### config.mk
export PLATFORM = sky130hd
export DESIGN_NAME = issue_unit_flat
export DESIGN_NICKNAME = d
export VERILOG_FILES = /design/src/rtl/issue_if.sv /design/src/rtl/issue_unit.sv /design/src/flat_wrapper.sv
export SDC_FILE = /design/constraint.sdc
export NUM_CORES = 2
export LEC_CHECK = 0
export CAP_MARGIN = 20
export CORE_MARGIN = 2
export CORE_UTILIZATION = 65
export DETAILED_ROUTE_END_ITERATION = 10
export PLACE_DENSITY = 0.9
export SLEW_MARGIN = 10
export SYNTH_ARGS = -nofsm -noshare
export SYNTH_HDL_FRONTEND = slang
export SYNTH_SLANG_ARGS = --single-unit
### constraint.sdc
create_clock -name clk -period 107.4 [get_ports clk]
set_input_delay 16.11 -clock clk [delete_from_list [all_inputs] [get_ports clk]]
set_output_delay 16.11 -clock clk [all_outputs]
set_load 0.005 [all_outputs]
### src/rtl/issue_if.sv
// Issue unit signal bundle: decoded-instruction input, reservation-station
// dispatch/acknowledge, common data bus and the stall counter.
interface issue_if;
  logic        in_instr_valid;
  logic [5:0]  in_operator_type;
  logic [4:0]  in_rs1;
  logic [4:0]  in_rs2;
  logic [4:0]  in_rd;
  logic        in_use_imm;
  logic [31:0] in_imm;
  logic        out_instr_ready;

  logic        out_rs_enable;
  logic [5:0]  out_operator_type;
  logic [31:0] out_val_1;
  logic [31:0] out_val_2;
  logic [4:0]  out_tag_1;
  logic [4:0]  out_tag_2;
  logic [3:0]  out_ICC_flags;
  logic        in_rs_ack;
  logic [4:0]  in_rs_tag;

  logic        in_CDB_broadcast;
  logic [4:0]  in_CDB_tag;
  logic [31:0] in_CDB_val;
  logic [3:0]  in_CDB_ICC_flags;

  logic [15:0] out_stall_cycles;

  modport slave (
    input  in_instr_valid, in_operator_type, in_rs1, in_rs2, in_rd,
           in_use_imm, in_imm, in_rs_ack, in_rs_tag,
           in_CDB_broadcast, in_CDB_tag, in_CDB_val, in_CDB_ICC_flags,
    output out_instr_ready, out_rs_enable, out_operator_type,
           out_val_1, out_val_2, out_tag_1, out_tag_2, out_ICC_flags,
           out_stall_cycles
  );

  modport master (
    output in_instr_valid, in_operator_type, in_rs1, in_rs2, in_rd,
           in_use_imm, in_imm, in_rs_ack, in_rs_tag,
           in_CDB_broadcast, in_CDB_tag, in_CDB_val, in_CDB_ICC_flags,
    input  out_instr_ready, out_rs_enable, out_operator_type,
           out_val_1, out_val_2, out_tag_1, out_tag_2, out_ICC_flags,
           out_stall_cycles
  );
endinterface

### src/rtl/issue_unit.sv
// Tomasulo-style issue stage: renamed register file + ICC, operand capture with
// CDB bypass, single-entry dispatch to the reservation station.
//   state    | meaning
//   IDLE     | ready for an instruction; capture or hold on carry stall
//   SEND     | one-cycle dispatch strobe to the reservation station
//   WAIT_ACK | hold dispatch fields until the station acknowledges
module issue_unit #(
  parameter logic [4:0] INVALID_TAG = 5'b11111
) (
  input logic    clk,
  input logic    rst,
  issue_if.slave bus
);

  typedef enum logic [1:0] {
    IDLE     = 2'd0,
    SEND     = 2'd1,
    WAIT_ACK = 2'd2
  } state_t;

  state_t      state_q, state_d;

  logic [31:0] rf_val_q [32];
  logic [4:0]  rf_tag_q [32];
  logic [3:0]  icc_val_q;
  logic [4:0]  icc_tag_q;

  logic [5:0]  op_q;
  logic [31:0] val1_q, val2_q;
  logic [4:0]  tag1_q, tag2_q;
  logic [3:0]  flags_q;
  logic [4:0]  rd_q;
  logic [15:0] stall_q, stall_d;

  logic        cdb_en;
  logic [31:0] src1_val, src2_val, cap_val1, cap_val2;
  logic [4:0]  src1_tag, src2_tag, cap_tag1, cap_tag2;
  logic        hit1, hit2;
  logic        icc_hit, icc_ready;
  logic [3:0]  cap_flags;
  logic        carry_stall, capture, ack_fire, icc_rename;
  logic [31:0] ren_hit, wb_hit;

  // A broadcast carrying the "ready" tag matches nothing.
  assign cdb_en = bus.in_CDB_broadcast && (bus.in_CDB_tag != INVALID_TAG);

  always_comb begin
    src1_val = '0;
    src1_tag = INVALID_TAG;
    src2_val = '0;
    src2_tag = INVALID_TAG;
    if (bus.in_rs1 != 5'd0) begin
      src1_val = rf_val_q[bus.in_rs1];
      src1_tag = rf_tag_q[bus.in_rs1];
    end
    if (bus.in_rs2 != 5'd0) begin
      src2_val = rf_val_q[bus.in_rs2];
      src2_tag = rf_tag_q[bus.in_rs2];
    end
  end

  always_comb begin
    hit1     = cdb_en && (bus.in_CDB_tag == src1_tag);
    hit2     = cdb_en && (bus.in_CDB_tag == src2_tag);
    cap_val1 = hit1 ? bus.in_CDB_val : src1_val;
    cap_tag1 = hit1 ? INVALID_TAG : src1_tag;
    cap_val2 = hit2 ? bus.in_CDB_val : src2_val;
    cap_tag2 = hit2 ? INVALID_TAG : src2_tag;
    if (bus.in_use_imm) begin
      cap_val2 = bus.in_imm;
      cap_tag2 = INVALID_TAG;
    end
  end

  always_comb begin
    icc_hit   = cdb_en && (bus.in_CDB_tag == icc_tag_q);
    icc_ready = (icc_tag_q == INVALID_TAG) || icc_hit;
    cap_flags = icc_hit ? bus.in_CDB_ICC_flags : icc_val_q;
  end

  assign carry_stall = (state_q == IDLE) && bus.in_instr_valid &&
                       bus.in_operator_type[3] && !icc_ready;
  assign capture     = (state_q == IDLE) && bus.in_instr_valid && !carry_stall;
  assign ack_fire    = (state_q == WAIT_ACK) && bus.in_rs_ack;
  assign icc_rename  = ack_fire && op_q[4];

  always_comb begin
    state_d = state_q;
    case (state_q)
      IDLE:     if (capture) state_d = SEND;
      SEND:     state_d = WAIT_ACK;
      WAIT_ACK: if (bus.in_rs_ack) state_d = IDLE;
      default:  state_d = IDLE;
    endcase
  end

  always_ff @(posedge clk or posedge rst) begin
    if (rst) state_q <= IDLE;
    else     state_q <= state_d;
  end

  always_comb begin
    stall_d = stall_q;
    if (((state_q == WAIT_ACK) || carry_stall) && (stall_q != 16'hFFFF))
      stall_d = stall_q + 16'd1;
  end

  // r0 is neither renamed nor written back.
  always_comb begin
    ren_hit = '0;
    wb_hit  = '0;
    for (int i = 1; i < 32; i++) begin
      ren_hit[i] = ack_fire && (rd_q == 5'(i));
      wb_hit[i]  = cdb_en && (rf_tag_q[i] == bus.in_CDB_tag);
    end
  end

  always_ff @(posedge clk or posedge rst) begin
    if (rst) begin
      for (int i = 0; i < 32; i++) begin
        rf_val_q[i] <= '0;
        rf_tag_q[i] <= INVALID_TAG;
      end
      icc_val_q <= '0;
      icc_tag_q <= INVALID_TAG;
    end else begin
      // A rename beats a same-cycle write-back: new tag, value left alone.
      for (int i = 0; i < 32; i++) begin
        if (ren_hit[i]) begin
          rf_tag_q[i] <= bus.in_rs_tag;
        end else if (wb_hit[i]) begin
          rf_val_q[i] <= bus.in_CDB_val;
          rf_tag_q[i] <= INVALID_TAG;
        end
      end
      if (icc_rename) begin
        icc_tag_q <= bus.in_rs_tag;
      end else if (icc_hit) begin
        icc_val_q <= bus.in_CDB_ICC_flags;
        icc_tag_q <= INVALID_TAG;
      end
    end
  end

  always_ff @(posedge clk or posedge rst) begin
    if (rst) begin
      op_q    <= '0;
      val1_q  <= '0;
      val2_q  <= '0;
      tag1_q  <= INVALID_TAG;
      tag2_q  <= INVALID_TAG;
      flags_q <= '0;
      rd_q    <= '0;
      stall_q <= '0;
    end else begin
      stall_q <= stall_d;
      if (capture) begin
        op_q    <= bus.in_operator_type;
        val1_q  <= cap_val1;
        val2_q  <= cap_val2;
        tag1_q  <= cap_tag1;
        tag2_q  <= cap_tag2;
        flags_q <= cap_flags;
        rd_q    <= bus.in_rd;
      end
    end
  end

  assign bus.out_instr_ready   = !rst && (state_q == IDLE) && !carry_stall;
  assign bus.out_rs_enable     = (state_q == SEND);
  assign bus.out_operator_type = op_q;
  assign bus.out_val_1         = val1_q;
  assign bus.out_val_2         = val2_q;
  assign bus.out_tag_1         = tag1_q;
  assign bus.out_tag_2         = tag2_q;
  assign bus.out_ICC_flags     = flags_q;
  assign bus.out_stall_cycles  = stall_q;

endmodule

### src/flat_wrapper.sv
// flat-port wrapper written by rule: the top's interface ports become plain ports
module issue_unit_flat 
#(
  parameter logic [4:0] INVALID_TAG = 5'b11111
)
  (clk, rst, bus_in_instr_valid, bus_in_operator_type, bus_in_rs1, bus_in_rs2, bus_in_rd, bus_in_use_imm, bus_in_imm, bus_in_rs_ack, bus_in_rs_tag, bus_in_CDB_broadcast, bus_in_CDB_tag, bus_in_CDB_val, bus_in_CDB_ICC_flags, bus_out_instr_ready, bus_out_rs_enable, bus_out_operator_type, bus_out_val_1, bus_out_val_2, bus_out_tag_1, bus_out_tag_2, bus_out_ICC_flags, bus_out_stall_cycles);
  issue_if bus_i ();
  input logic clk;
  input logic rst;
  input wire logic [$bits(bus_i.in_instr_valid)-1:0] bus_in_instr_valid;
  input wire logic [$bits(bus_i.in_operator_type)-1:0] bus_in_operator_type;
  input wire logic [$bits(bus_i.in_rs1)-1:0] bus_in_rs1;
  input wire logic [$bits(bus_i.in_rs2)-1:0] bus_in_rs2;
  input wire logic [$bits(bus_i.in_rd)-1:0] bus_in_rd;
  input wire logic [$bits(bus_i.in_use_imm)-1:0] bus_in_use_imm;
  input wire logic [$bits(bus_i.in_imm)-1:0] bus_in_imm;
  input wire logic [$bits(bus_i.in_rs_ack)-1:0] bus_in_rs_ack;
  input wire logic [$bits(bus_i.in_rs_tag)-1:0] bus_in_rs_tag;
  input wire logic [$bits(bus_i.in_CDB_broadcast)-1:0] bus_in_CDB_broadcast;
  input wire logic [$bits(bus_i.in_CDB_tag)-1:0] bus_in_CDB_tag;
  input wire logic [$bits(bus_i.in_CDB_val)-1:0] bus_in_CDB_val;
  input wire logic [$bits(bus_i.in_CDB_ICC_flags)-1:0] bus_in_CDB_ICC_flags;
  output wire logic [$bits(bus_i.out_instr_ready)-1:0] bus_out_instr_ready;
  output wire logic [$bits(bus_i.out_rs_enable)-1:0] bus_out_rs_enable;
  output wire logic [$bits(bus_i.out_operator_type)-1:0] bus_out_operator_type;
  output wire logic [$bits(bus_i.out_val_1)-1:0] bus_out_val_1;
  output wire logic [$bits(bus_i.out_val_2)-1:0] bus_out_val_2;
  output wire logic [$bits(bus_i.out_tag_1)-1:0] bus_out_tag_1;
  output wire logic [$bits(bus_i.out_tag_2)-1:0] bus_out_tag_2;
  output wire logic [$bits(bus_i.out_ICC_flags)-1:0] bus_out_ICC_flags;
  output wire logic [$bits(bus_i.out_stall_cycles)-1:0] bus_out_stall_cycles;
  assign bus_i.in_instr_valid = bus_in_instr_valid;
  assign bus_i.in_operator_type = bus_in_operator_type;
  assign bus_i.in_rs1 = bus_in_rs1;
  assign bus_i.in_rs2 = bus_in_rs2;
  assign bus_i.in_rd = bus_in_rd;
  assign bus_i.in_use_imm = bus_in_use_imm;
  assign bus_i.in_imm = bus_in_imm;
  assign bus_i.in_rs_ack = bus_in_rs_ack;
  assign bus_i.in_rs_tag = bus_in_rs_tag;
  assign bus_i.in_CDB_broadcast = bus_in_CDB_broadcast;
  assign bus_i.in_CDB_tag = bus_in_CDB_tag;
  assign bus_i.in_CDB_val = bus_in_CDB_val;
  assign bus_i.in_CDB_ICC_flags = bus_in_CDB_ICC_flags;
  assign bus_out_instr_ready = bus_i.out_instr_ready;
  assign bus_out_rs_enable = bus_i.out_rs_enable;
  assign bus_out_operator_type = bus_i.out_operator_type;
  assign bus_out_val_1 = bus_i.out_val_1;
  assign bus_out_val_2 = bus_i.out_val_2;
  assign bus_out_tag_1 = bus_i.out_tag_1;
  assign bus_out_tag_2 = bus_i.out_tag_2;
  assign bus_out_ICC_flags = bus_i.out_ICC_flags;
  assign bus_out_stall_cycles = bus_i.out_stall_cycles;
  issue_unit #(.INVALID_TAG(INVALID_TAG)) u_core (.clk(clk), .rst(rst), .bus(bus_i));
endmodule
* Yosys cells after proc, flatten, opt, wreduce, memory -nomap -nowiden *
Index checks and enable logic that the tools add are counted.

storage, ports and cells
  register bits = 1263
  bits of input ports = 105

cells by class
  reduce and logical (&&, ||, !) cells = 147
  eq/ne operators = 72
  multiplexer cells = 90
  bitwise operators = 33
  $lt $le $gt $ge = 2
  add/subtract/negate cells = 1

operator list
  cell                                                      number
  two-way mux 5 bit                                         73
  binary-select mux 32 bit (select 5 bit)                   2
  two-way mux 32 bit                                        9
  == test 5 bit                                             34
  == test 5 bit, second input constant                      17
  logical AND 1 bit                                         75
  AND reduction 2 bit                                       32
  nonzero test 2 bit                                        32
  binary-select mux 5 bit (select 5 bit)                    2
  == test 5 x 4 -> 1 bit, second input constant             8
  NOT 1 bit                                                 31
  == test 5 x 3 -> 1 bit, second input constant             4
  adder 16 x 1 -> 16 bit, second input constant             1
  != test 16 bit, second input constant                     1
  greater-or-equal comparator 6 bit, second input constant  2
  NOT 5 -> 6 bit                                            2
  == test 5 x 2 -> 1 bit, second input constant             2
  nonzero test 5 bit                                        2
  one-hot mux 2 bit (3 select lines)                        1
  == test 5 x 1 -> 1 bit, second input constant             1
  != test 5 bit, second input constant                      1
  two-way mux 2 bit                                         2
  two-way mux 4 bit                                         1
  logical NOT 1 bit                                         3
  6 further kinds                                           7

* Longest topological paths before layout *
  word-level depth = 10
  gate-level depth with buffers = 14

* Worst setup path after synthesis *
No wires, ideal clock.

  path kind = input to output
  start point = in bus_in_CDB_tag[2]
  end point = out bus_out_instr_ready
  buffers on the path = 3
  data arrival time = 17555 ps
  stages = 7
  data required time = 91290 ps
  path slack = 73735 ps
  path through = buf_2 -> buf_2 -> buf_4 -> xnor2_1 -> nand2_1 -> o311a_1 -> nor4_1

on the way
  word-level cells in the longest chain between the ends = 8

RTL lines
  element              RTL line            RTL
  start, declared      flat_wrapper.sv:20  input wire logic [$bits(bus_i.in_CDB_tag)-1:0] bus_in_CDB_tag;
  != test 5 bit        issue_unit.sv:45    assign cdb_en = bus.in_CDB_broadcast && (bus.in_CDB_tag != INVALID_TAG);
  logical AND 1 bit    issue_unit.sv:45
  logical AND 1 bit *  issue_unit.sv:76    icc_hit = cdb_en && (bus.in_CDB_tag == icc_tag_q);
  logical OR 1 bit *   issue_unit.sv:77    icc_ready = (icc_tag_q == INVALID_TAG) || icc_hit;
  logical NOT 1 bit *  issue_unit.sv:82    bus.in_operator_type[3] && !icc_ready;
  logical AND 1 bit *  issue_unit.sv:82
  logical NOT 1 bit *  issue_unit.sv:169   assign bus.out_instr_ready = !rst && (state_q == IDLE) && !carry_stall;
  logical AND 1 bit *  issue_unit.sv:169
  end, declared        flat_wrapper.sv:23  output wire logic [$bits(bus_i.out_instr_ready)-1:0] bus_out_instr_ready;

Mark *: on every way between the ends. The rest lies on a longest branch, timed or not.

* Worst setup path after layout *
  start point = in bus_in_CDB_tag[3]
  end point = out bus_out_instr_ready

The elaborated chain is that of the path after synthesis.

==> summary.md <==
Run
• count of maximum capacitance violations: 0

Yosys
• nets in the synthesized netlist: 5280
• share of async-settable or async-resettable flops after synthesis: 100%
• mean instance size in the synthesized netlist: 13.4 µm²
• number of enable flip-flop cells after synthesis: 0
• yosys warns: 0
• post-synthesis sequential area ratio: 45.7%
• summed instance area of the synthesized netlist: 69500 µm²
• prevailing post-synth register cell: sky130_fd_sc_hd__dfrtp_1
• number of storage elements in the synthesis netlist: 1263
• Synth cell types: 72
• synthesized instance count: 5174

Layout
• number of fill cells: 6117
• area added between synthesis and finish: 10.4%
• commonest cells after routing, fill and taps aside: sky130_fd_sc_hd__dfrtp_1, sky130_fd_sc_hd__mux2_2, sky130_fd_sc_hd__mux4_2, sky130_fd_sc_hd__nor2_1, sky130_fd_sc_hd__nand2_1
• commonest non-fill, non-tap cell in the layout: sky130_fd_sc_hd__dfrtp_1
• post-layout net count: 5220
• share of post-route cells with drive strength above 1: 39.4%
• post-layout instance area: 76800 µm²

Global route
• first-pass GRT wire length: 326000 µm
• initial antenna violation count: 4
• global-route usage over all layers: 40.4%
• via count of the first global-routing pass: 51900
• grt ovf: 0
• maximum number of pins on one net before global-route repair: 124

Detailed routing
• sum of routed wire length over all layers: 220000 µm
• DRC: 0
• Post-DRT Antenna Nets: 0
• DR WL/cell: 33.2 µm
• number of vias after detailed routing: 50400
• average via count per standard cell: 7.62
• starting DRC count in detailed routing: 7686
• number of detailed-routing iterations run before antenna repair: 8

Floorplanning
• die width: 331 µm
• die area: 110000 µm²
• Die Y-Extent: 331 µm
• placeable core area: 106000 µm²
• starting density of the core: 65.8%
• row cnt: 119
• count of boundary I/O pins: 207

Clock network
• Clock Root Buffer: sky130_fd_sc_hd__clkbuf_16
• clock sink total: 1263
• depth of the CTS H-tree: 4
• clk_lat worst skew: 800 ps
• clock transition at the registers of the reported paths: 60 ps
• post-CTS setup repair buffer count: 0
• number of cells upsized or downsized after cts: 0
• CTS buffer count: 134
• Longest Clk Path Bufs: 3
• CTS tree: built
• count of hold-fix buffers inserted at cts: 0

Setup path
• CP startpoint kind: input pin
• start-to-end type of the worst setup path: in2out
• largest driver fanout on the critical path: 20
• endpoint type of the worst setup path: primary output
• required time worst endpoint: 91290 ps
• critical path data arrival time: 18550 ps

Timing
• Achievable Freq: 28.8 MHz
• least setup slack across all paths after layout: 72740 ps
• Max-Slew Margin vs Limit: 22.7%
• setup skew after layout: 35.8 ps
• final-layout setup total negative slack: 0 ps
• final hold viol count: 0
• Worst Max-Slew Pin Slew: 1160 ps
• RSZ-0062 raised after global routing: no
• count of endpoints failing setup in the final report: 0
• final count of pins violating max slew: 0
• Final min period: 34660 ps
• final worst-path cycle share: 32.3%

Place
• placed instance area: 72000 µm²
• routability congestion estimate from global placement: 0.966
• estimated wirelength of the detail-placed design: 118000 µm
• pre-CTS worst setup slack: 72830 ps
• count of input and output buffers: 206

Run status
• run status: finished clean

Worst hold path
• Hold Crit Class: reg2reg

Power
• Power Density: 27.6 nW/µm²
• static power due to leakage: 0.0319 µW
• worst IR drop on VDD: 0.0192 mV

-- path summary, 6_finish.rpt --
kind	cells after the start	startpoint	to	slack, ps
max in group asynchronous	6	rst	u_core.rf_val_q[299]	87760
hold reg to reg	1	u_core.bus.out_operator_type[1]	u_core.bus.out_operator_type[1]	490
min in group asynchronous	2	rst	u_core.bus.out_operator_type[3]	15920
setup / recovery	7	bus_in_CDB_tag[3]	bus_out_instr_ready	72740
setup reg to reg	9	u_core.rf_tag_q[45]	u_core.bus.out_val_2[12]	103260
hold / removal	1	u_core.bus.out_operator_type[1]	u_core.bus.out_operator_type[1]	490
-- synth_stat cells, types with 68 or more instances --
master | n | area share [%]
sky130_fd_sc_hd__a21oi_1 | 130 | 0.94
sky130_fd_sc_hd__a31oi_1 | 68 | 0.61
sky130_fd_sc_hd__buf_2 | 225 | 1.6
sky130_fd_sc_hd__clkbuf_1 | 241 | 1.3
sky130_fd_sc_hd__dfrtp_1 | 1093 | 39
sky130_fd_sc_hd__dfstp_2 | 170 | 6.4
sky130_fd_sc_hd__mux2_1 | 180 | 2.9
sky130_fd_sc_hd__mux2_2 | 867 | 14
sky130_fd_sc_hd__mux2i_1 | 84 | 1.2
sky130_fd_sc_hd__mux4_2 | 596 | 19
sky130_fd_sc_hd__nand2_1 | 320 | 1.7
sky130_fd_sc_hd__nor2_1 | 342 | 1.8
sky130_fd_sc_hd__o21ai_0 | 152 | 1.1
sky130_fd_sc_hd__xnor2_1 | 110 | 1.4
sky130_fd_sc_hd__xor2_1 | 72 | 0.91
-- state kept, by name, summed over array words and instances (netlist names) --
signal	flops
u_core.bus.out_ICC_flags	4
u_core.bus.out_operator_type	6
u_core.bus.out_stall_cycles	16
u_core.bus.out_tag_1	5
u_core.bus.out_tag_2	5
u_core.bus.out_val_1	32
u_core.bus.out_val_2	32
u_core.icc_tag_q	5
u_core.icc_val_q	4
u_core.rd_q	5
u_core.rf_tag_q	155
u_core.rf_val_q	992
u_core.state_q	2
-- through the flow --
step,hold slack (ps),utilization [%],instances,total power (µW)
CTS,492,72.2,6580,2080
global route,512,72.6,6607,2190
detailed placement,479,68.1,6343,1590
global placement,467,68.0,6341,1530
floorplan,470,-,5174,1370
finish,488,72.6,6609,2120
-- cell type report --
type,instances,area [µm²],area share (%)
diodes,3,7.51,0.00978
clock buffers,189,3860,5.03
clock inverters,48,546,0.710
inverters,16,72.6,0.0945
multi-input cells,3363,35500,46.2
flip-flops and latches,1263,31800,41.4
well taps,1391,1740,2.27
repair buffers,336,3270,4.25
-- metal layers --
layer	share of wire (%)	up-vias	GRT usage, %
li1	-	19300	-
met1	34	25700	50.2
met2	45	4179	60.3
met3	13	1222	13.9
met4	7.6	0	27.0
met5	0	-	0.435
-- power by group --
| part | internal [µW] | total (µW) | leakage (µW) | switching (µW) |
|---|---|---|---|---|
| sequential | 726 | 935 | 0.0157 | 209 |
| combinational | 416 | 706 | 0.0140 | 290 |
| clock | 274 | 475 | 0.00219 | 201 |
-- critical path: stages --
cell,delay [ps]
sky130_fd_sc_hd__buf_2,570
sky130_fd_sc_hd__buf_4,450
sky130_fd_sc_hd__xnor2_1,180
sky130_fd_sc_hd__nand3_1,140
sky130_fd_sc_hd__o311a_1,340
sky130_fd_sc_hd__nor4_1,190
sky130_fd_sc_hd__clkdlybuf4s50_1,550
-- cell families (layout without fill, tap and decap cells) --
kind of cell,after synthesis,in the layout,synth area share [%]
and+or+nand+nor,904,904,5.87
xor gates and xnor gates,182,182,2.29
muxes,1727,1727,37.5
adders and majority gates,1,1,0.0180
AOI/OAI and AO/OA,549,549,5.04
DFF,1263,1263,45.7
buffers and inverters,548,589,3.57
other,0,3,0
Note: power is estimated with default switching activity, not from simulation.
